<file path="src/rtl/alu_pipe.sv">
// Registered ARM data-processing ALU with NZCV flags and valid/ready handshakes.
// Define ALU_PIPE_MUL_EN to enable the iterative MUL (opcode 1011); otherwise 1011 is illegal.
module alu_pipe #(
  parameter int unsigned WIDTH = 32,
  parameter int unsigned CNT_W = 6
) (
  input  logic             CLK,
  input  logic             RST,
  input  logic             IN_VALID,
  output logic             IN_READY,
  input  logic [WIDTH-1:0] OP_X,
  input  logic [WIDTH-1:0] OP_Y,
  input  logic [3:0]       ALU_CTRL,
  input  logic             SET_FLAGS,
  output logic             OUT_VALID,
  input  logic             OUT_READY,
  output logic [WIDTH-1:0] ALU_OUT,
  output logic [3:0]       NZCV,
  output logic             OUT_ERR
);

  typedef enum logic [3:0] {
    OP_ADD = 4'b0000, OP_SUB = 4'b0001, OP_AND = 4'b0010, OP_ORR = 4'b0011,
    OP_EOR = 4'b0100, OP_BIC = 4'b0101, OP_MOV = 4'b0110, OP_MVN = 4'b0111,
    OP_ADC = 4'b1000, OP_SBC = 4'b1001, OP_RSB = 4'b1010, OP_MUL = 4'b1011
  } op_e;

  if (WIDTH < 8 || (1 << CNT_W) <= WIDTH) begin : g_param_check
    $error("alu_pipe: WIDTH must be >= 8 and 2**CNT_W must exceed WIDTH");
  end

  logic             out_valid_q, out_valid_d;
  logic [WIDTH-1:0] alu_out_q, alu_out_d;
  logic [3:0]       nzcv_q, nzcv_d;
  logic             out_err_q, out_err_d;

  logic             slot_free, accept, is_mul;
  logic [WIDTH-1:0] add_a, add_b, res;
  logic             add_cin, arith, err;
  logic [WIDTH:0]   sum;
  logic             flag_c, flag_v;

`ifdef ALU_PIPE_MUL_EN
  typedef enum logic [1:0] {S_IDLE, S_MUL, S_DONE} state_e;
  state_e           state_q, state_d;
  logic [WIDTH-1:0] mcand_q, mcand_d, mplr_q, mplr_d, acc_q, acc_d;
  logic [WIDTH-1:0] acc_step, mul_res;
  logic [CNT_W-1:0] cnt_q, cnt_d;
  logic             mul_sf_q, mul_sf_d, mul_load;

  assign is_mul   = (ALU_CTRL == OP_MUL);
  assign IN_READY = (state_q == S_IDLE) && slot_free;
`else
  assign is_mul   = 1'b0;
  assign IN_READY = slot_free;
`endif

  assign slot_free = !out_valid_q || OUT_READY;
  assign accept    = IN_VALID && IN_READY;

  // Single-cycle datapath: every arithmetic op maps onto one WIDTH+1 adder.
  always_comb begin
    add_a   = OP_X;
    add_b   = OP_Y;
    add_cin = 1'b0;
    arith   = 1'b0;
    err     = 1'b0;
    res     = '0;
    case (ALU_CTRL)
      OP_ADD: arith = 1'b1;
      OP_SUB: begin add_b = ~OP_Y; add_cin = 1'b1; arith = 1'b1; end
      OP_AND: res = OP_X & OP_Y;
      OP_ORR: res = OP_X | OP_Y;
      OP_EOR: res = OP_X ^ OP_Y;
      OP_BIC: res = OP_X & ~OP_Y;
      OP_MOV: res = OP_Y;
      OP_MVN: res = ~OP_Y;
      OP_ADC: begin add_cin = nzcv_q[1]; arith = 1'b1; end
      OP_SBC: begin add_b = ~OP_Y; add_cin = nzcv_q[1]; arith = 1'b1; end
      OP_RSB: begin add_a = OP_Y; add_b = ~OP_X; add_cin = 1'b1; arith = 1'b1; end
`ifdef ALU_PIPE_MUL_EN
      OP_MUL: res = '0;
`endif
      default: err = 1'b1;
    endcase
    sum = {1'b0, add_a} + {1'b0, add_b} + {{WIDTH{1'b0}}, add_cin};
    if (arith) res = sum[WIDTH-1:0];
    flag_c = arith ? sum[WIDTH] : nzcv_q[1];
    flag_v = arith ? ((add_a[WIDTH-1] == add_b[WIDTH-1]) && (sum[WIDTH-1] != add_a[WIDTH-1]))
                   : nzcv_q[0];
  end

`ifdef ALU_PIPE_MUL_EN
  // Shift-add multiplier; the final iteration loads straight into the output slot when it is free.
  always_comb begin
    state_d  = state_q;
    mcand_d  = mcand_q;
    mplr_d   = mplr_q;
    acc_d    = acc_q;
    cnt_d    = cnt_q;
    mul_sf_d = mul_sf_q;
    mul_load = 1'b0;
    mul_res  = acc_q;
    acc_step = acc_q + (mplr_q[0] ? mcand_q : '0);
    case (state_q)
      S_IDLE: if (accept && is_mul) begin
        state_d  = S_MUL;
        mcand_d  = OP_X;
        mplr_d   = OP_Y;
        acc_d    = '0;
        cnt_d    = '0;
        mul_sf_d = SET_FLAGS;
      end
      S_MUL: begin
        acc_d   = acc_step;
        mcand_d = mcand_q << 1;
        mplr_d  = mplr_q >> 1;
        cnt_d   = cnt_q + 1'b1;
        if (cnt_q == CNT_W'(WIDTH - 1)) begin
          if (slot_free) begin
            mul_load = 1'b1;
            mul_res  = acc_step;
            state_d  = S_IDLE;
          end else begin
            state_d = S_DONE;
          end
        end
      end
      S_DONE: if (slot_free) begin
        mul_load = 1'b1;
        state_d  = S_IDLE;
      end
      default: state_d = S_IDLE;
    endcase
  end
`endif

  always_comb begin
    out_valid_d = out_valid_q && !OUT_READY;
    alu_out_d   = alu_out_q;
    out_err_d   = out_err_q;
    nzcv_d      = nzcv_q;
    if (accept && !is_mul) begin
      out_valid_d = 1'b1;
      alu_out_d   = res;
      out_err_d   = err;
      if (SET_FLAGS && !err) nzcv_d = {res[WIDTH-1], res == '0, flag_c, flag_v};
    end
`ifdef ALU_PIPE_MUL_EN
    if (mul_load) begin
      out_valid_d = 1'b1;
      alu_out_d   = mul_res;
      out_err_d   = 1'b0;
      if (mul_sf_q) nzcv_d = {mul_res[WIDTH-1], mul_res == '0, nzcv_q[1:0]};
    end
`endif
  end

  always_ff @(posedge CLK or posedge RST) begin
    if (RST) begin
      out_valid_q <= 1'b0;
      alu_out_q   <= '0;
      nzcv_q      <= '0;
      out_err_q   <= 1'b0;
`ifdef ALU_PIPE_MUL_EN
      state_q     <= S_IDLE;
      mcand_q     <= '0;
      mplr_q      <= '0;
      acc_q       <= '0;
      cnt_q       <= '0;
      mul_sf_q    <= 1'b0;
`endif
    end else begin
      out_valid_q <= out_valid_d;
      alu_out_q   <= alu_out_d;
      nzcv_q      <= nzcv_d;
      out_err_q   <= out_err_d;
`ifdef ALU_PIPE_MUL_EN
      state_q     <= state_d;
      mcand_q     <= mcand_d;
      mplr_q      <= mplr_d;
      acc_q       <= acc_d;
      cnt_q       <= cnt_d;
      mul_sf_q    <= mul_sf_d;
`endif
    end
  end

  assign OUT_VALID = out_valid_q;
  assign ALU_OUT   = alu_out_q;
  assign NZCV      = nzcv_q;
  assign OUT_ERR   = out_err_q;

endmodule

</file>
<file path="config.mk">
export PLATFORM = sky130hd
export DESIGN_NAME = alu_pipe
export DESIGN_NICKNAME = d
export VERILOG_FILES = /design/src/rtl/alu_pipe.sv
export SDC_FILE = /design/constraint.sdc
export NUM_CORES = 1
export LEC_CHECK = 0
export CORE_ASPECT_RATIO = 1.5
export CORE_MARGIN = 1
export CORE_UTILIZATION = 40
export CTS_BUF_LIST = sky130_fd_sc_hd__clkbuf_4 sky130_fd_sc_hd__clkbuf_8
export CTS_CLUSTER_SIZE = 40
export DETAILED_ROUTE_END_ITERATION = 8
export GPL_ROUTABILITY_DRIVEN = 0
export PLACE_DENSITY_LB_ADDON = 0.3
export SLEW_MARGIN = 10
export SYNTH_ARGS = -nofsm -noshare
export SYNTH_HDL_FRONTEND = slang
export SYNTH_SLANG_ARGS = --single-unit
</file>
<file path="constraint.sdc">
create_clock -name CLK -period 4.55 [get_ports CLK]
set_clock_uncertainty 0.05 [all_clocks]
set_input_delay 0.455 -clock CLK [delete_from_list [all_inputs] [get_ports CLK]]
set_output_delay 0.455 -clock CLK [all_outputs]
set_load 0.02 [all_outputs]
</file>
==> impl_metrics.env, run 1 <==
export IMPL_wirelength_per_cell_um=18.83
export IMPL_pwr_share_comb_pct=67.6
export IMPL_postSynth_topFlopCell="sky130_fd_sc_hd__dfrtp_1"
export IMPL_grt_first_pass_wirelength_mm=39.90
export IMPL_cts_htree_levels=2
export IMPL_cp_required_ns=4.73
export IMPL_synth_simple_area_share_pct=22.04
export IMPL_total_leakage_power_uw=0.004049
export IMPL_report_final_setup_viol=0
export IMPL_synth_seq_cells=38
export IMPL_hold_viol=0
export IMPL_postSynthNetCount=1112
export IMPL_fp_dieW_um=109.0
export IMPL_p_seq_share_pct=21.1
export IMPL_grt_overflow=0
export IMPL_vias=8169
export IMPL_clock_tree_buffer_depth=2
export IMPL_crit_slowest_cell="sky130_fd_sc_hd__or4_1"
export IMPL_r2r_start="NZCV[1]$_DFFE_PP0P_"
export IMPL_proportion_of_layout_cells_with_a_drive_suffix_above_1_pct=16.55
export IMPL_m1WireLength_mm=8.996
export IMPL_power_share_clock_pct=11.2
export IMPL_cts_hold_repair_buffers=0
export IMPL_clock_sink_count=38
export IMPL_worst_slew_pin_transition_ns=1.203
export IMPL_cts_tree="yes"
export IMPL_critPathMaxStageDelay_ns=0.55
export IMPL_count_of_buffer_and_inverter_cells_on_the_critical_path=4
export IMPL_slew_viol_final=0
export IMPL_syn_area_per_cell_sq_um=7.046
export IMPL_r2r_cells=15
export IMPL_swShare_pct=43.70
export IMPL_fin_crit_ns=4.185
export IMPL_finalSetupTns_ns=0
export IMPL_regToRegEndpoint="NZCV[2]$_DFFE_PP0P_"
export IMPL_topRoutingLayerUsed="met4"
export IMPL_hold_ep="ALU_OUT[18]$_DFFE_PP0P_"
export IMPL_yosys_area_share_xor_xnor_pct=6.764
export IMPL_timing_hold_worst_start="ALU_OUT[18]$_DFFE_PP0P_"
export IMPL_rows=58
export IMPL_die_h_um=162.4
export IMPL_crit_path_frequent_cell="sky130_fd_sc_hd__buf_4"
export IMPL_holdCritPathClass="register to register"
export IMPL_diodes=0
export IMPL_dp_hpwl_mm=20.96
export IMPL_gr_usage_all_layers_pct=29.24
export IMPL_die_area_sq_um=17700
export IMPL_synth_compound_area_share_pct=32.85
export IMPL_final_instance_count_excl_fill=1370
export IMPL_cts_made_buffers=5
export IMPL_power_density_nw_per_um2=234.4
export IMPL_async_flop_share_pct=100.0
export IMPL_initial_core_util_pct=40.94
export IMPL_fmaxAchievable_mhz=238.9
export IMPL_grt_max_degree=52
export IMPL_irDropWorstVdd_mv=0.1443
export IMPL_synthesis_instances=974
export IMPL_yosys_mux_area_fraction_pct=4.066
export IMPL_finalCoreUtilization_pct=54.72
export IMPL_worstSetupStartpointType="input pin"
export IMPL_placement_cell_area_sq_um=9026
export IMPL_period_share_pct=91.99
export IMPL_route_met3_wl_um=980
export IMPL_synthAdderAreaFrac_pct=12.07
export IMPL_post_route_drc_count=0
export IMPL_status="complete, no violations"
export IMPL_finish_instance_area_sq_um=9173
export IMPL_holdPathStages=2
export IMPL_cp_end_kind="register"
export IMPL_critical_path_top_delay_family="simple AND/OR/NAND/NOR gates"
export IMPL_post_synth_instance_area_sq_um=6863
export IMPL_synth_top_family_by_area="compound AO/OA/AOI/OAI gates"
export IMPL_final_net_count=1297
export IMPL_drtIter0Drc=470
export IMPL_grt_antenna_before_repair=0
export IMPL_synth_enable_flop_cells=0
export IMPL_clk_root_buffer_cell="sky130_fd_sc_hd__clkbuf_8"
export IMPL_ordered_cell_list_for_the_critical_path="buf_2 > nor3b_4 > nand2_2 > buf_4 > buf_12 > nand2_1 > o21ai_0 > ha_2 > nand4_1 > buf_4 > a2111oi_4 > o31ai_4 > o21a_4 > a41oi_2 > o211ai_1 > or4_1 > nor4bb_1 > a32o_2"
export IMPL_worstSetupPathType="input pin to register"
export IMPL_p_sw_uw=939.5
export IMPL_first_pass_iters=5
export IMPL_synth_seq_area_share_pct=13.86
export IMPL_synth_yosys_warnings=0
export IMPL_buffer_ports_inserted=111
export IMPL_timing_slew_headroom_pct=17.73
export IMPL_grt_setup_unrepaired="no"
export IMPL_maxCapViolCount=0
export IMPL_ys_types=81
export IMPL_boundaryPins=112
export IMPL_drtAntennaViolNets=0
export IMPL_cellInternalPower_uw=1210
export IMPL_r2r_slack_ns=0.49
export IMPL_worst_ep_arrival_time_ns=4.36
export IMPL_syn_to_final_growth_pct=33.66
export IMPL_clk_transition_reported_paths_ns=0.08
export IMPL_dr_wl_met2_mm=13.37
export IMPL_crit_fanout=24
export IMPL_numPlacedInstances=1362
export IMPL_clk_insertion_delay_late_ns=0.28
export IMPL_vias_per_cell=5.963
export IMPL_floorplan_core_area_sq_um=16760
export IMPL_grt_pass1_vias=7802
export IMPL_routed_wl_mm=25.79
==> per-layer routing <==
metal  vias up  track usage [%]
met2       291            54.40
li1       3956                -
met5         -                0
met1      3815            28.16
met4         0            24.08
met3       107            3.081
==> state kept, by name, summed over array words and instances (netlist names) <==
register,count
ALU_OUT,32
NZCV,4
OUT_ERR,1
OUT_VALID,1
==> power by group through the flow <==
stage | clock, uW | sequential [uW] | combinational, uW
2_1_floorplan | 0 | 542 | 689
3_3_place_gp | 0 | 461 | 1410
3_5_place_dp | 0 | 461 | 1420
4_1_cts | 243 | 455 | 1430
5_1_grt | 256 | 462 | 1570
6_report | 242 | 454 | 1450
==> layout by cell type (no fill, tap or decap), drive strengths merged, types with 5 or more instances in the layout <==
cell / instances
a211oi: 10
nand2: 139
o21ai: 99
inv: 75
o22ai: 9
nor3b: 7
mux2i: 11
or3: 6
nor2: 40
mux2: 15
nor2b: 7
o211ai: 13
o31ai: 6
buf: 141
clkdlybuf4s50: 107
nand4: 19
a21oi: 69
a21o: 7
nand3: 26
a31oi: 22
clkbuf: 6
xor2: 24
a21boi: 6
nand2b: 15
dfrtp: 38
xnor2: 29
a22oi: 18
nor3: 11
a32oi: 6
ha: 63
o221ai: 34
a2111oi: 5
==> worst max path at each step <==
stage / startpoint / to / slack [ns] / cells after the start
floorplan: ALU_CTRL[2] / NZCV[2]$_DFFE_PP0P_ / 0.003 / 19
global placement: ALU_CTRL[1] / NZCV[2]$_DFFE_PP0P_ / -0.24 / 18
detailed placement: ALU_CTRL[1] / NZCV[2]$_DFFE_PP0P_ / -0.35 / 18
CTS: ALU_CTRL[1] / NZCV[2]$_DFFE_PP0P_ / 0.001 / 16
global route: ALU_CTRL[1] / NZCV[2]$_DFFE_PP0P_ / 0.05 / 18
finish: ALU_CTRL[0] / NZCV[2]$_DFFE_PP0P_ / 0.36 / 18
==> worst reg2reg max path: stages, from the launching register on <==
cell,delay [ns]
sky130_fd_sc_hd__dfrtp_1,0.45
sky130_fd_sc_hd__nor2_1,0.08
sky130_fd_sc_hd__a211oi_1,0.23
sky130_fd_sc_hd__o21ai_1,0.12
sky130_fd_sc_hd__fa_1,0.46
sky130_fd_sc_hd__buf_4,0.15
sky130_fd_sc_hd__nor2b_1,0.12
sky130_fd_sc_hd__o2111ai_2,0.17
sky130_fd_sc_hd__a2111oi_4,0.43
sky130_fd_sc_hd__o31ai_4,0.13
sky130_fd_sc_hd__o21a_4,0.23
sky130_fd_sc_hd__a41oi_2,0.19
sky130_fd_sc_hd__o211ai_1,0.13
sky130_fd_sc_hd__or4_1,0.55
sky130_fd_sc_hd__nor4bb_1,0.30
sky130_fd_sc_hd__a32o_2,0.21
==> through the flow <==
| stage | setup WS, ns | total power (uW) | hold WS [ns] |
|---|---|---|---|
| final | 0.3645 | 2150 | 0.4359 |
| after global routing | 0.05043 | 2289 | 0.4683 |
| after CTS | 0.001485 | 2130 | 0.4393 |
| after detailed placement | -0.3491 | 1886 | 0.4201 |
| after global placement | -0.2438 | 1867 | 0.4136 |
| after floorplan | 0.003148 | 1230 | 0.5134 |
==> final cells by class <==
cell class              count  area, sq um
clock inverters             2        12.51
well taps                 210        262.8
multi-input cells         789         5400
fillers                  1650         7591
repair buffers            250         2182
clock buffers               6        82.58
inverters                  75        281.5
flip-flops and latches     38        950.9
==> logic make-up after synthesis <==
kind of cell    after synthesis
buf+inv                     147
compound gates              338
flops                        38
simple gates                307
xor+xnor                     53
fa+ha+maj                    65
mux                          26
==> synth_stat cells, drive strengths merged (13+ instances only) <==
cell type  instances  area share (%)
nand2            139             7.6
o21ai             99             7.2
inv               75             4.1
a21oi             69             5.0
ha                63              11
clkbuf            51             2.8
nor2              40             2.3
dfrtp             38              14
o221ai            34             4.3
xnor2             29             3.7
nand3             26             1.9
xor2              24             3.1
a31oi             22             2.0
buf               21             1.5
nand4             19             1.7
a22oi             18             2.0
mux2              15             2.5
nand2b            15             1.4
o211ai            13             1.4
==> timing repair <==
item                       4_1_cts  5_1_grt
pin swaps                        2        3
setup endpoints to repair        1        4
setup buffers                    0        0
gates resized for setup          1       11
hold endpoints to repair         0        0
Note: power is estimated with default switching activity, not from simulation.
==> run 2: changes to the inputs <==
--- a/config.mk
+++ b/config.mk
@@ -11,6 +11,7 @@
 export CTS_BUF_LIST = sky130_fd_sc_hd__clkbuf_4 sky130_fd_sc_hd__clkbuf_8
 export CTS_CLUSTER_SIZE = 40
 export DETAILED_ROUTE_END_ITERATION = 8
+export DONT_BUFFER_PORTS = 1
 export GPL_ROUTABILITY_DRIVEN = 0
 export PLACE_DENSITY_LB_ADDON = 0.3
 export SLEW_MARGIN = 10
==> run 2 against run 1 <==
Sequential share of layout area up 2.9 points. Critical path depth shrank 3. Maximum frequency shrank 1.8%. Combinational power decreased by 37%. Critical path type unchanged. Highest routed layer unchanged.
==> impl_metrics.env, run 2 (synthesis results as in run 1) <==
export IMPL_cts_htree_levels=2
export IMPL_r2r_slack_ns=0.29
export IMPL_hold_viol=0
export IMPL_grt_antenna_before_repair=0
export IMPL_power_uw=1702
export IMPL_first_pass_iters=6
export IMPL_timing_hold_ws_ns=0.1151
export IMPL_grt_pass1_vias=6988
export IMPL_diodes=0
export IMPL_maxCapViolCount=0
export IMPL_swShare_pct=47.50
export IMPL_grt_overflow=0
export IMPL_status="complete, no violations"
export IMPL_slew_viol_final=0
export IMPL_fin_crit_ns=4.262
export IMPL_holdCritPathClass="input pin to asynchronous set/reset pin"
export IMPL_crit_fanout=57
export IMPL_cellInternalPower_uw=893.6
export IMPL_cp_required_ns=4.73
export IMPL_drtAntennaViolNets=0
export IMPL_worst_slew_pin_transition_ns=1.246
export IMPL_fmaxAchievable_mhz=234.6
export IMPL_power_share_clock_pct=13.2
export IMPL_dp_hpwl_mm=19.75
export IMPL_r2r_start="NZCV[1]$_DFFE_PP0P_"
export IMPL_routed_wl_mm=24.81
export IMPL_crit_slowest_cell="sky130_fd_sc_hd__or4_1"
export IMPL_die_h_um=162.4
export IMPL_fillers=1735
export IMPL_placement_cell_area_sq_um=7097
export IMPL_grt_first_pass_wirelength_mm=37.63
export IMPL_cts_post_setup_buffers_inserted=0
export IMPL_gr_usage_all_layers_pct=27.94
export IMPL_buffer_ports_inserted=0
export IMPL_largest_register_ffs=32
export IMPL_worstSetupPathType="input pin to register"
export IMPL_report_final_setup_viol=0
export IMPL_clock_tree_buffer_depth=2
export IMPL_layout_common_cells="sky130_fd_sc_hd__nand2_1 (138), sky130_fd_sc_hd__o21ai_0 (82), sky130_fd_sc_hd__inv_1 (75), sky130_fd_sc_hd__a21oi_1 (67), sky130_fd_sc_hd__ha_1 (63)"
export IMPL_cp_end_kind="register"
export IMPL_ordered_cell_list_for_the_critical_path="nor3b_2 > nand2_2 > buf_4 > o221ai_1 > ha_1 > nor2b_1 > o2111ai_2 > a2111oi_4 > o31ai_4 > o21a_4 > a41oi_2 > o211ai_1 > or4_1 > nor4bb_1 > a32o_2"
export IMPL_layout_commonest_cell="sky130_fd_sc_hd__nand2_1"
export IMPL_cts_made_buffers=5
export IMPL_p_seq_share_pct=32.9
export IMPL_irDropWorstVdd_mv=0.1658
export IMPL_initial_core_util_pct=40.94
export IMPL_period_share_pct=93.67
export IMPL_p_sw_uw=808.5
export IMPL_clk_insertion_delay_late_ns=0.28
export IMPL_r2r_cells=14
export IMPL_drtIter0Drc=455
export IMPL_timing_slew_headroom_pct=14.80
export IMPL_wirelength_per_cell_um=21.57
export IMPL_critPathMaxStageDelay_ns=0.56
export IMPL_syn_to_final_growth_pct=4.740
export IMPL_final_instance_count_excl_fill=1150
export IMPL_cts_tree="yes"
export IMPL_finish_instance_area_sq_um=7188
export IMPL_pwr_share_comb_pct=53.9
export IMPL_worstSetupStartpointType="input pin"
export IMPL_post_route_drc_count=0
export IMPL_vias=7346
export IMPL_grt_max_degree=74
export IMPL_clk_root_buffer_cell="sky130_fd_sc_hd__clkbuf_8"
export IMPL_worst_ep_arrival_time_ns=4.44
export IMPL_proportion_of_layout_cells_with_a_drive_suffix_above_1_pct=8.404
export IMPL_clk_transition_reported_paths_ns=0.07
export IMPL_boundaryPins=112
export IMPL_die_area_sq_um=17700
export IMPL_regToRegEndpoint="NZCV[2]$_DFFE_PP0P_"
export IMPL_vias_per_cell=6.388
export IMPL_clock_sink_count=38
export IMPL_power_density_nw_per_um2=236.8
export IMPL_fp_dieW_um=109.0
export IMPL_final_net_count=1079
export IMPL_seq_area_sq_um=950.9
export IMPL_multi_input_comb_area_sq_um=5370
export IMPL_rows=58
export IMPL_numPlacedInstances=1144
export IMPL_floorplan_core_area_sq_um=16760
export IMPL_total_leakage_power_uw=0.003075
## run 2: changes by cell type in the layout (fill, tap and decap cells not counted), sizes merged
cell,previous run,this run
clkinvlp,1,0
dlymetal6s2s,2,0
clkinv,1,0
clkdlybuf4s50,107,0
buf,141,32
## run 2: power by group through the flow
stage | Sequential (uW) | Combinational, uW | Clock [uW]
final | 560 | 917 | 225
after global placement | 568 | 890 | 0
after global routing | 566 | 1010 | 241
after floorplan | 542 | 689 | 0
after detailed placement | 569 | 899 | 0
after CTS | 563 | 903 | 230
## run 2: worst max-delay path, delay by kind of cell
family          cells  cell delay [ns]
compound gates      8             1.85
simple gates        5             1.31
buf+inv             1             0.44
fa+ha+maj           1             0.36
## run 2: cell type report
type	instances	share of cell area, %
multi-input combinational	789	74.71
sequential	38	13.23
inverter	75	3.916
tap	210	3.655
timing repair buffer	32	3.342
clock buffer	6	1.149
## run 2: per-stage QoR
| step | TNS, ns | setup slack [ns] | util [%] |
|---|---|---|---|
| CTS | 0 | 0.3059 | 42.83 |
| global route | -0.03161 | -0.03161 | 42.88 |
| finish | 0 | 0.2879 | 42.88 |
| detailed placement | 0 | 0.06390 | 42.33 |
| global placement | 0 | 0.2213 | 42.33 |
| floorplan | 0 | 0.003148 | - |
## run 2: how the worst max path moves through the flow
stage / end / startpoint / slack (ns)
after floorplan: NZCV[2]$_DFFE_PP0P_ / ALU_CTRL[2] / 0.003
after global placement: NZCV[2]$_DFFE_PP0P_ / ALU_CTRL[1] / 0.22
after detailed placement: NZCV[2]$_DFFE_PP0P_ / ALU_CTRL[1] / 0.06
after CTS: NZCV[2]$_DFFE_PP0P_ / NZCV[1]$_DFFE_PP0P_ / 0.31
after global routing: NZCV[2]$_DFFE_PP0P_ / NZCV[1]$_DFFE_PP0P_ / -0.03
final: NZCV[2]$_DFFE_PP0P_ / ALU_CTRL[1] / 0.29
## run 2: repair_timing
item,CTS,global route
hold buffers,0,0
endpoints found under the hold margin,0,0
gates resized for setup,0,2
endpoints found under the setup margin,0,1
## run 2: layer usage
layer | GRT usage (%) | up-vias | share of wire, %
met2 | 48.74 | 272 | 50
li1 | - | 3517 | -
met3 | 4.642 | 114 | 5.6
met5 | 0 | - | 0
met4 | 28.87 | 0 | 12
met1 | 26.28 | 3443 | 32
==> run 3: changes to the inputs <==
--- a/config.mk
+++ b/config.mk
@@ -14,6 +14,7 @@
 export DONT_BUFFER_PORTS = 1
 export GPL_ROUTABILITY_DRIVEN = 0
 export PLACE_DENSITY_LB_ADDON = 0.3
+export REMOVE_ABC_BUFFERS = 1
 export SLEW_MARGIN = 10
 export SYNTH_ARGS = -nofsm -noshare
 export SYNTH_HDL_FRONTEND = slang
==> constraint.sdc (replaced) <==
create_clock -name CLK -period 3.85 [get_ports CLK]
set_clock_uncertainty 0.05 [all_clocks]
set_input_delay 0.385 -clock CLK [delete_from_list [all_inputs] [get_ports CLK]]
set_output_delay 0.385 -clock CLK [all_outputs]
set_load 0.02 [all_outputs]
==> run 3 against run 2 <==
The flow now finishes with violations (setup timing). Non-clock buffer count rose by 140. Sequential power rose by 15%. Critical path depth rose by 3. Combinational power rose by 56%. Core utilization rose by 7.9 points. Cell count rose by 12%. Die area did not move. Total power rose by 42%. Via count rose by 8.2%. Highest routed layer unchanged.
==> impl_metrics.env, run 3 (synthesis results as in run 1) <==
export IMPL_grt_pass1_vias=7677
export IMPL_proportion_of_layout_cells_with_a_drive_suffix_above_1_pct=23.01
export IMPL_vias=7948
export IMPL_timing_hold_ws_ns=0.1278
export IMPL_clk_transition_reported_paths_ns=0.10
export IMPL_floorplan_core_area_sq_um=16760
export IMPL_cts_made_buffers=5
export IMPL_worst_slew_pin_transition_ns=1.012
export IMPL_status="complete, but fails checks"
export IMPL_die_h_um=162.4
export IMPL_irDropWorstVdd_mv=0.1628
export IMPL_clk_insertion_delay_late_ns=0.31
export IMPL_diodes=0
export IMPL_worstSetupStartpointType="input pin"
export IMPL_final_instance_count_excl_fill=1292
export IMPL_clock_sink_count=38
export IMPL_grt_first_pass_wirelength_mm=39.84
export IMPL_worst_ep_arrival_time_ns=4.30
export IMPL_drtIter0Drc=542
export IMPL_drtAntennaViolNets=0
export IMPL_die_area_sq_um=17700
export IMPL_crit_fanout=73
export IMPL_post_route_worst_setup_slack_ns=-0.2413
export IMPL_largest_register_ffs=32
export IMPL_critPathMaxStageDelay_ns=0.55
export IMPL_fp_dieW_um=109.0
export IMPL_initial_core_util_pct=40.94
export IMPL_cts_htree_levels=2
export IMPL_boundaryPins=112
export IMPL_failed_checks="setup timing"
export IMPL_slew_viol_final=0
export IMPL_rows=58
export IMPL_clock_tree_buffer_depth=2
export IMPL_ordered_cell_list_for_the_critical_path="nor3b_4 > nand2_2 > o21ai_4 > buf_6 > buf_6 > buf_6 > o221ai_2 > ha_1 > nand4_1 > buf_4 > a2111oi_4 > o31ai_4 > o211ai_1 > o211ai_1 > or2_0 > or4_4 > nor4bb_4 > a32o_2"
export IMPL_grt_setup_unrepaired="yes"
export IMPL_gr_usage_all_layers_pct=29.14
export IMPL_dp_hpwl_mm=19.13
export IMPL_report_final_setup_viol=1
export IMPL_cts_tree="yes"
export IMPL_holdCritPathClass="input pin to register"
export IMPL_buffer_ports_inserted=0
export IMPL_hold_viol=0
export IMPL_grt_antenna_before_repair=0
export IMPL_maxCapViolCount=0
export IMPL_cp_end_kind="register"
export IMPL_layout_common_cells="sky130_fd_sc_hd__buf_4 (160), sky130_fd_sc_hd__nand2_1 (136), sky130_fd_sc_hd__o21ai_0 (81), sky130_fd_sc_hd__inv_1 (73), sky130_fd_sc_hd__a21oi_1 (64)"
export IMPL_vias_per_cell=6.152
export IMPL_cp_required_ns=4.05
export IMPL_syn_to_final_growth_pct=24.03
export IMPL_post_route_drc_count=0
export IMPL_worstSetupPathType="input pin to register"
export IMPL_fmaxAchievable_mhz=244.4
export IMPL_wirelength_per_cell_um=20.08
export IMPL_clk_root_buffer_cell="sky130_fd_sc_hd__clkbuf_8"
export IMPL_power_density_nw_per_um2=283.3
export IMPL_first_pass_iters=5
export IMPL_final_net_count=1219
export IMPL_routed_wl_mm=25.95
export IMPL_crit_slowest_cell="sky130_fd_sc_hd__or4_4"
export IMPL_total_leakage_power_uw=0.003818
export IMPL_period_share_pct=106.3
export IMPL_fin_crit_ns=4.091
export IMPL_layout_commonest_cell="sky130_fd_sc_hd__buf_4"
export IMPL_grt_overflow=0
export IMPL_crit_path_frequent_cell="sky130_fd_sc_hd__buf_6"
export IMPL_numPlacedInstances=1259
export IMPL_grt_max_degree=74
export IMPL_timing_slew_headroom_pct=32.32
## run 3: final timing paths
kind                       depth (start not counted)  slack (ns)               startpoint                      end
setup / recovery                                  18       -0.24              ALU_CTRL[0]      NZCV[2]$_DFFE_PP0P_
hold / removal                                     1        0.13                 IN_VALID      OUT_VALID$_DFF_PP0_
setup reg to reg                                  15       -0.01      NZCV[1]$_DFFE_PP0P_      NZCV[2]$_DFFE_PP0P_
hold reg to reg                                    2        0.58  ALU_OUT[14]$_DFFE_PP0P_  ALU_OUT[14]$_DFFE_PP0P_
max in group asynchronous                          3        2.56                      RST  ALU_OUT[28]$_DFFE_PP0P_
min in group asynchronous                          2        0.47                      RST   ALU_OUT[4]$_DFFE_PP0P_
## run 3: final cells by class
class | count | area (sq um)
inverters | 75 | 281.5
well taps | 210 | 262.8
flip-flops and latches | 38 | 950.9
clock inverters | 2 | 12.51
fillers | 1638 | 8252
repair buffers | 172 | 1356
clock buffers | 6 | 82.58
multi-input cells | 789 | 5565
## run 3: power by group
part | total [uW] | switching (uW) | leakage [uW] | internal, uW
clock network | 342 | 197 | 0.0000472 | 145
registers | 642 | 159 | 0.000484 | 483
logic | 1430 | 739 | 0.00329 | 688
## run 3: critical path: cells and delay by family
kind	cells	cell delay [ns]
buffers and inverters	4	0.61
AO/OA/AOI/OAI	7	1.21
AND/OR/NAND/NOR	6	1.69
adder cells (fa/ha/maj)	1	0.33
## run 3: metal layers
layer / vias to the layer above / track usage, % / routed length, um
li1: 3805 / - / -
met1: 3683 / 30.17 / 9187
met2: 349 / 52.97 / 13360
met3: 111 / 4.042 / 1603
met4: 0 / 19.90 / 1800
met5: - / 0 / 0
## run 3: repair_timing
item,in CTS,in global routing
hold endpoints to repair,17,0
endpoints found under the setup margin,1,7
gates resized for setup,43,13
pin swaps,32,17
setup buffers,25,3
hold buffers,1,0
## run 3: stage by stage
stage          area (sq um)  setup TNS [ns]  setup WS [ns]  total power, uW  util [%]
6_report               8512         -0.2413        -0.2413             2411     50.78
5_1_grt                8512         -0.3357        -0.3311             2557     50.78
4_1_cts                8452        -0.02677       -0.02677             2375     50.42
3_5_place_dp           7958          -2.217        -0.6412             1938     47.47
3_3_place_gp           7958          -1.478        -0.5049             1921     47.47
2_1_floorplan          6571          -65.71         -2.780             1409         -
==> patch 1, RTL diff (config.mk and constraints of run 3) <==
Change the parameter `WIDTH` from 32 to 28.
--- a/src/rtl/alu_pipe.sv
+++ b/src/rtl/alu_pipe.sv
@@ -3,3 +3,3 @@
 module alu_pipe #(
-  parameter int unsigned WIDTH = 32,
+  parameter int unsigned WIDTH = 28,
   parameter int unsigned CNT_W = 6
Interface: changed (resized ALU_OUT, OP_X and OP_Y); port bits go from 112 to 100. The function was not compared with the original's and may differ.
==> patch 1 against run 3 <==
- utilization down 0.90 points
- total power down 13%
- fmax up 6.9%
- critical path depth down 2
- largest cell class unchanged
- critical endpoint unchanged
- routed wire length fell by 22%
- worst setup slack improved by 0.26 ns
- sequential cell count is 4 lower
- synthesized area fell by 17%
- highest routed layer unchanged
- cell area down 18%
- register-to-register slack better by 0.10 ns
==> patch 1: results (changes against run 3) <==
Run status
  • Outcome: finished, final reports clean (was finished, violations left)

Power
  • Clk power: 0.409 mW (was 0.342 mW)
  • Tot Pwr: 2.09 mW (was 2.41 mW)
  • P_leak: 3.18 nW (was 3.82 nW)
  • Net Sw Frac: 0.413 (was 0.454)

Layout
  • Inverters: 65 (was 75)
  • Max reg flops: 28 (was 32)
  • Final #Nets: 1,001 (was 1,219)
  • Fill cells: 1,419 (was 1,638)
  • Comb_multi_in: 645 (was 789)
  • Fraction of area in registers: 0.122 (was 0.112)
  • Area of the multi-input gates: 4520 µm² (was 5570 µm²)
  • Data buffer area share: 0.142 (was 0.159)

Place
  • Post-DP HPWL: 15,700 µm (was 19,100 µm)
  • Post-Place Worst Slack: -0.599 ns (was -0.641 ns)
  • Placed insts: 1,057 (was 1,259)
  • Area after DPL: 6620 µm² (was 7960 µm²)

Global routing
  • Met2 usage: 0.504 (was 0.530)
  • First-pass GRT wire length: 31,600 µm (was 39,800 µm)
  • Largest net degree at the start of global routing: 55 (was 74)
  • Vias in the first global route: 6,067 (was 7,677)
  • All-Layer GR Usage: 0.272 (was 0.291)
  • Met3 GRT Util: 0.0484 (was 0.0404)

Yosys
  • Synth cell types: 78 (was 81)
  • Top cells by count, synth: nand2_1, o21ai_0, inv_1 (unchanged)
  • Syn Inst Count: 795 (was 974)
  • Area contributors post-synth: dfrtp_1, ha_1, nand2_1 (unchanged)
  • FF+latch count, synth: 34 (was 38)

Route
  • Vias per inst: 5.94 (was 6.15)
  • Drt initial violations: 332 (was 542)
  • WL met3: 1340 µm (was 1600 µm)
  • Routed WL per cell: 18.9 µm (was 20.1 µm)
  • Total wire length: 20,300 µm (was 25,900 µm)
  • Length of routed met2 wiring: 10,300 µm (was 13,400 µm)
  • DRT met1 WL: 7430 µm (was 9190 µm)

Setup path
  • CP max FO: 39 (was 73)
  • Critical Path Start: ALU_CTRL[2] (was ALU_CTRL[0])
  • CP max stage delay: 0.52 ns (was 0.55 ns)
  • Critical path arrival: 4.01 ns (was 4.30 ns)

Clocking
  • CTS clk-pin slew, worst paths: 0.08 ns (was 0.10 ns)
patch 1: cell types whose count changed after synthesis, sizes merged, moves of 11 or more:
cell / before / now
xor2: 24 / 9
nand3: 26 / 8
inv: 75 / 64
a21oi: 69 / 44
clkbuf: 51 / 33
o21ai: 99 / 75
a31oi: 22 / 7
patch 1: logic make-up after synthesis:
group,count (synthesis),share of synthesized area
multiplexers,27,0.0502
adder cells (fa/ha/maj),57,0.127
AO/OA/AOI/OAI,278,0.336
AND/OR/NAND/NOR,251,0.202
flip-flops,34,0.149
buffers and inverters,116,0.0872
XOR/XNOR,32,0.0491
patch 1: worst register-to-register path, cell delays in order, from the launching register on:
cell,delay [ns]
dfrtp_1,0.37
nor2_1,0.06
a211oi_1,0.35
fa_2,0.30
fa_2,0.21
a21o_1,0.18
a221oi_4,0.09
buf_4,0.15
nor3_4,0.19
o21ai_2,0.09
buf_4,0.14
and3_2,0.16
or3_2,0.47
or4_4,0.52
nor4_4,0.22
a31o_1,0.16
==> patch 2, RTL diff (flow settings as in run 3) <==
Without the edit above. Reset style: synchronous (`RST`), changed in one clocked block.
--- a/src/rtl/alu_pipe.sv
+++ b/src/rtl/alu_pipe.sv
@@ -158,3 +158,3 @@
 
-  always_ff @(posedge CLK or posedge RST) begin
+  always_ff @(posedge CLK) begin
     if (RST) begin
Check against the original RTL: differs if RST is asserted again (counterexample within 4 cycles, from zero or initial values and one cycle with RST high); with RST held inactive, the same outputs for 10 cycles.
==> patch 2 against run 3 <==
- register-to-register slack improved by 0.14 ns
- sequential cell count unchanged
- worst setup slack improved by 0.37 ns
- routed wire length decreased by 4.7%
- fmax increased by 9.9%
- final cell count decreased by 2.5%
- total power decreased by 7.0%
- critical path type is now flop to flop
- synthesized area decreased by 3.0%
- sequential power decreased by 24%
- clock power increased by 38%
- cell area decreased by 6.8%
- non-clock buffer count decreased by 34
- count of clock-buffer cells in the layout unchanged
==> patch 2: results (changes against run 3) <==
Yosys
  • Area contributors post-synth: ha_1, dfxtp_1, nand2_1 (was dfrtp_1, ha_1, nand2_1)
  • Synth Flop Type: dfxtp_1 (was dfrtp_1)
  • Top cells by count, synth: nand2_1, nor2_1, inv_1 (was nand2_1, o21ai_0, inv_1)
  • Post-synth ARST share: 0 (was 1.00)
  • Synth cell types: 88 (was 81)
  • Syn_area_per_cell: 6.87 µm² (was 7.05 µm²)
  • Seq/Total Area, Yosys: 0.114 (was 0.139)

Run status
  • Outcome: finished, final reports clean (was finished, violations left)

Power
  • P_leak: 3.51 nW (was 3.82 nW)
  • Worst vdd ir: 0.000147 V (was 0.000163 V)

Place
  • Placed insts: 1,249 (was 1,259)
  • Area after DPL: 7680 µm² (was 7960 µm²)
  • Post-DP HPWL: 18,700 µm (was 19,100 µm)
  • Port Buffers: 0 (unchanged)

Global routing
  • Met2 usage: 0.518 (was 0.530)
  • Largest net degree at the start of global routing: 70 (was 74)
  • Met3 GRT Util: 0.0502 (was 0.0404)
  • Vias in the first global route: 7,388 (was 7,677)
  • First-pass GRT wire length: 38,000 µm (was 39,800 µm)
  • All-Layer GR Usage: 0.282 (was 0.291)
  • Met1 usage: 0.302 (about the same)

Clocking
  • Hold Buf Count CTS: 0 (was 1)
  • Clk_lat worst skew: ~0.32 ns

Layout
  • Final Instance Count excl. Fillers: 1,260 (was 1,292)
  • Layout cells sized above 1: 0.176 (was 0.230)
  • Fill cells: 1,680 (was 1,638)

Setup path
  • Critical path arrival: 3.91 ns (was 4.30 ns)
  • CP max FO: 4 (was 73)
  • CP max stage delay: 0.46 ns (was 0.55 ns)
  • Slowest CP cell: fa_1 (was or4_4)

Route
  • Drt initial violations: 446 (was 542)
  • Total wire length: 24,700 µm (was 25,900 µm)

Timing
  • Max-Slew Margin vs Limit: 0.515 (was 0.323)
patch 2: metal layers:
layer,share of wire,wire [µm]
met1,0.38,9400
met2,0.51,12600
met3,0.069,1710
met4,0.043,1060
met5,0,0
patch 2: area by class of cell:
class	count	area, µm²	area share
multi-input cells	795	5430	0.684
repair buffers	138	1060	0.134
flip-flops and latches	38	761	0.0959
inverters	75	282	0.0355
well taps	206	258	0.0325
clock buffers	6	82.6	0.0104
clock inverters	2	60.1	0.00757
patch 2: through the flow:
stage	setup slack, ns	utilization
final	0.128	0.488
after global routing	-0.0325	0.488
after CTS	0.0182	0.481
after detailed placement	-0.560	0.472
after global placement	-0.479	0.472
after floorplan	-1.97	-
patch 2: final timing paths:
| path | endpoint | start | slack [ns] | depth (start not counted) |
|---|---|---|---|---|
| setup / recovery | ALU_OUT[30]$_SDFFE_PP0P_ | NZCV[1]$_SDFFE_PP0P_ | 0.13 | 16 |
| hold / removal | ALU_OUT[23]$_SDFFE_PP0P_ | RST | 0.07 | 1 |
| setup reg to reg | ALU_OUT[30]$_SDFFE_PP0P_ | NZCV[1]$_SDFFE_PP0P_ | 0.13 | 16 |
| hold reg to reg | ALU_OUT[6]$_SDFFE_PP0P_ | ALU_OUT[6]$_SDFFE_PP0P_ | 0.51 | 2 |
patch 2: repair_timing:
item	in CTS	in global routing
setup buffers	0	3
gates resized for setup	1	18
pin swaps	0	7
endpoints found under the setup margin	1	3
patch 2: power breakdown:
group	switching, mW	internal [mW]
clock network	0.195	0.277
logic	0.674	0.607
registers	0.0621	0.427
total	0.931	1.31
patch 2: worst max-delay path, delay by kind of cell (launching register included):
kind / cells / cell delay (ns)
AND/OR/NAND/NOR: 4 / 0.65
adder cells (fa/ha/maj): 2 / 0.66
multiplexers: 1 / 0.41
flip-flops: 1 / 0.34
buffers and inverters: 2 / 0.24
AO/OA/AOI/OAI: 7 / 1.28
patch 2: cell families after synthesis:
family	count (synthesis)	share of synthesized area
flip-flops	38	0.114
buffers and inverters	137	0.0866
adder cells (fa/ha/maj)	65	0.124
XOR/XNOR	40	0.0526
AO/OA/AOI/OAI	337	0.357
multiplexers	14	0.0212
AND/OR/NAND/NOR	339	0.244
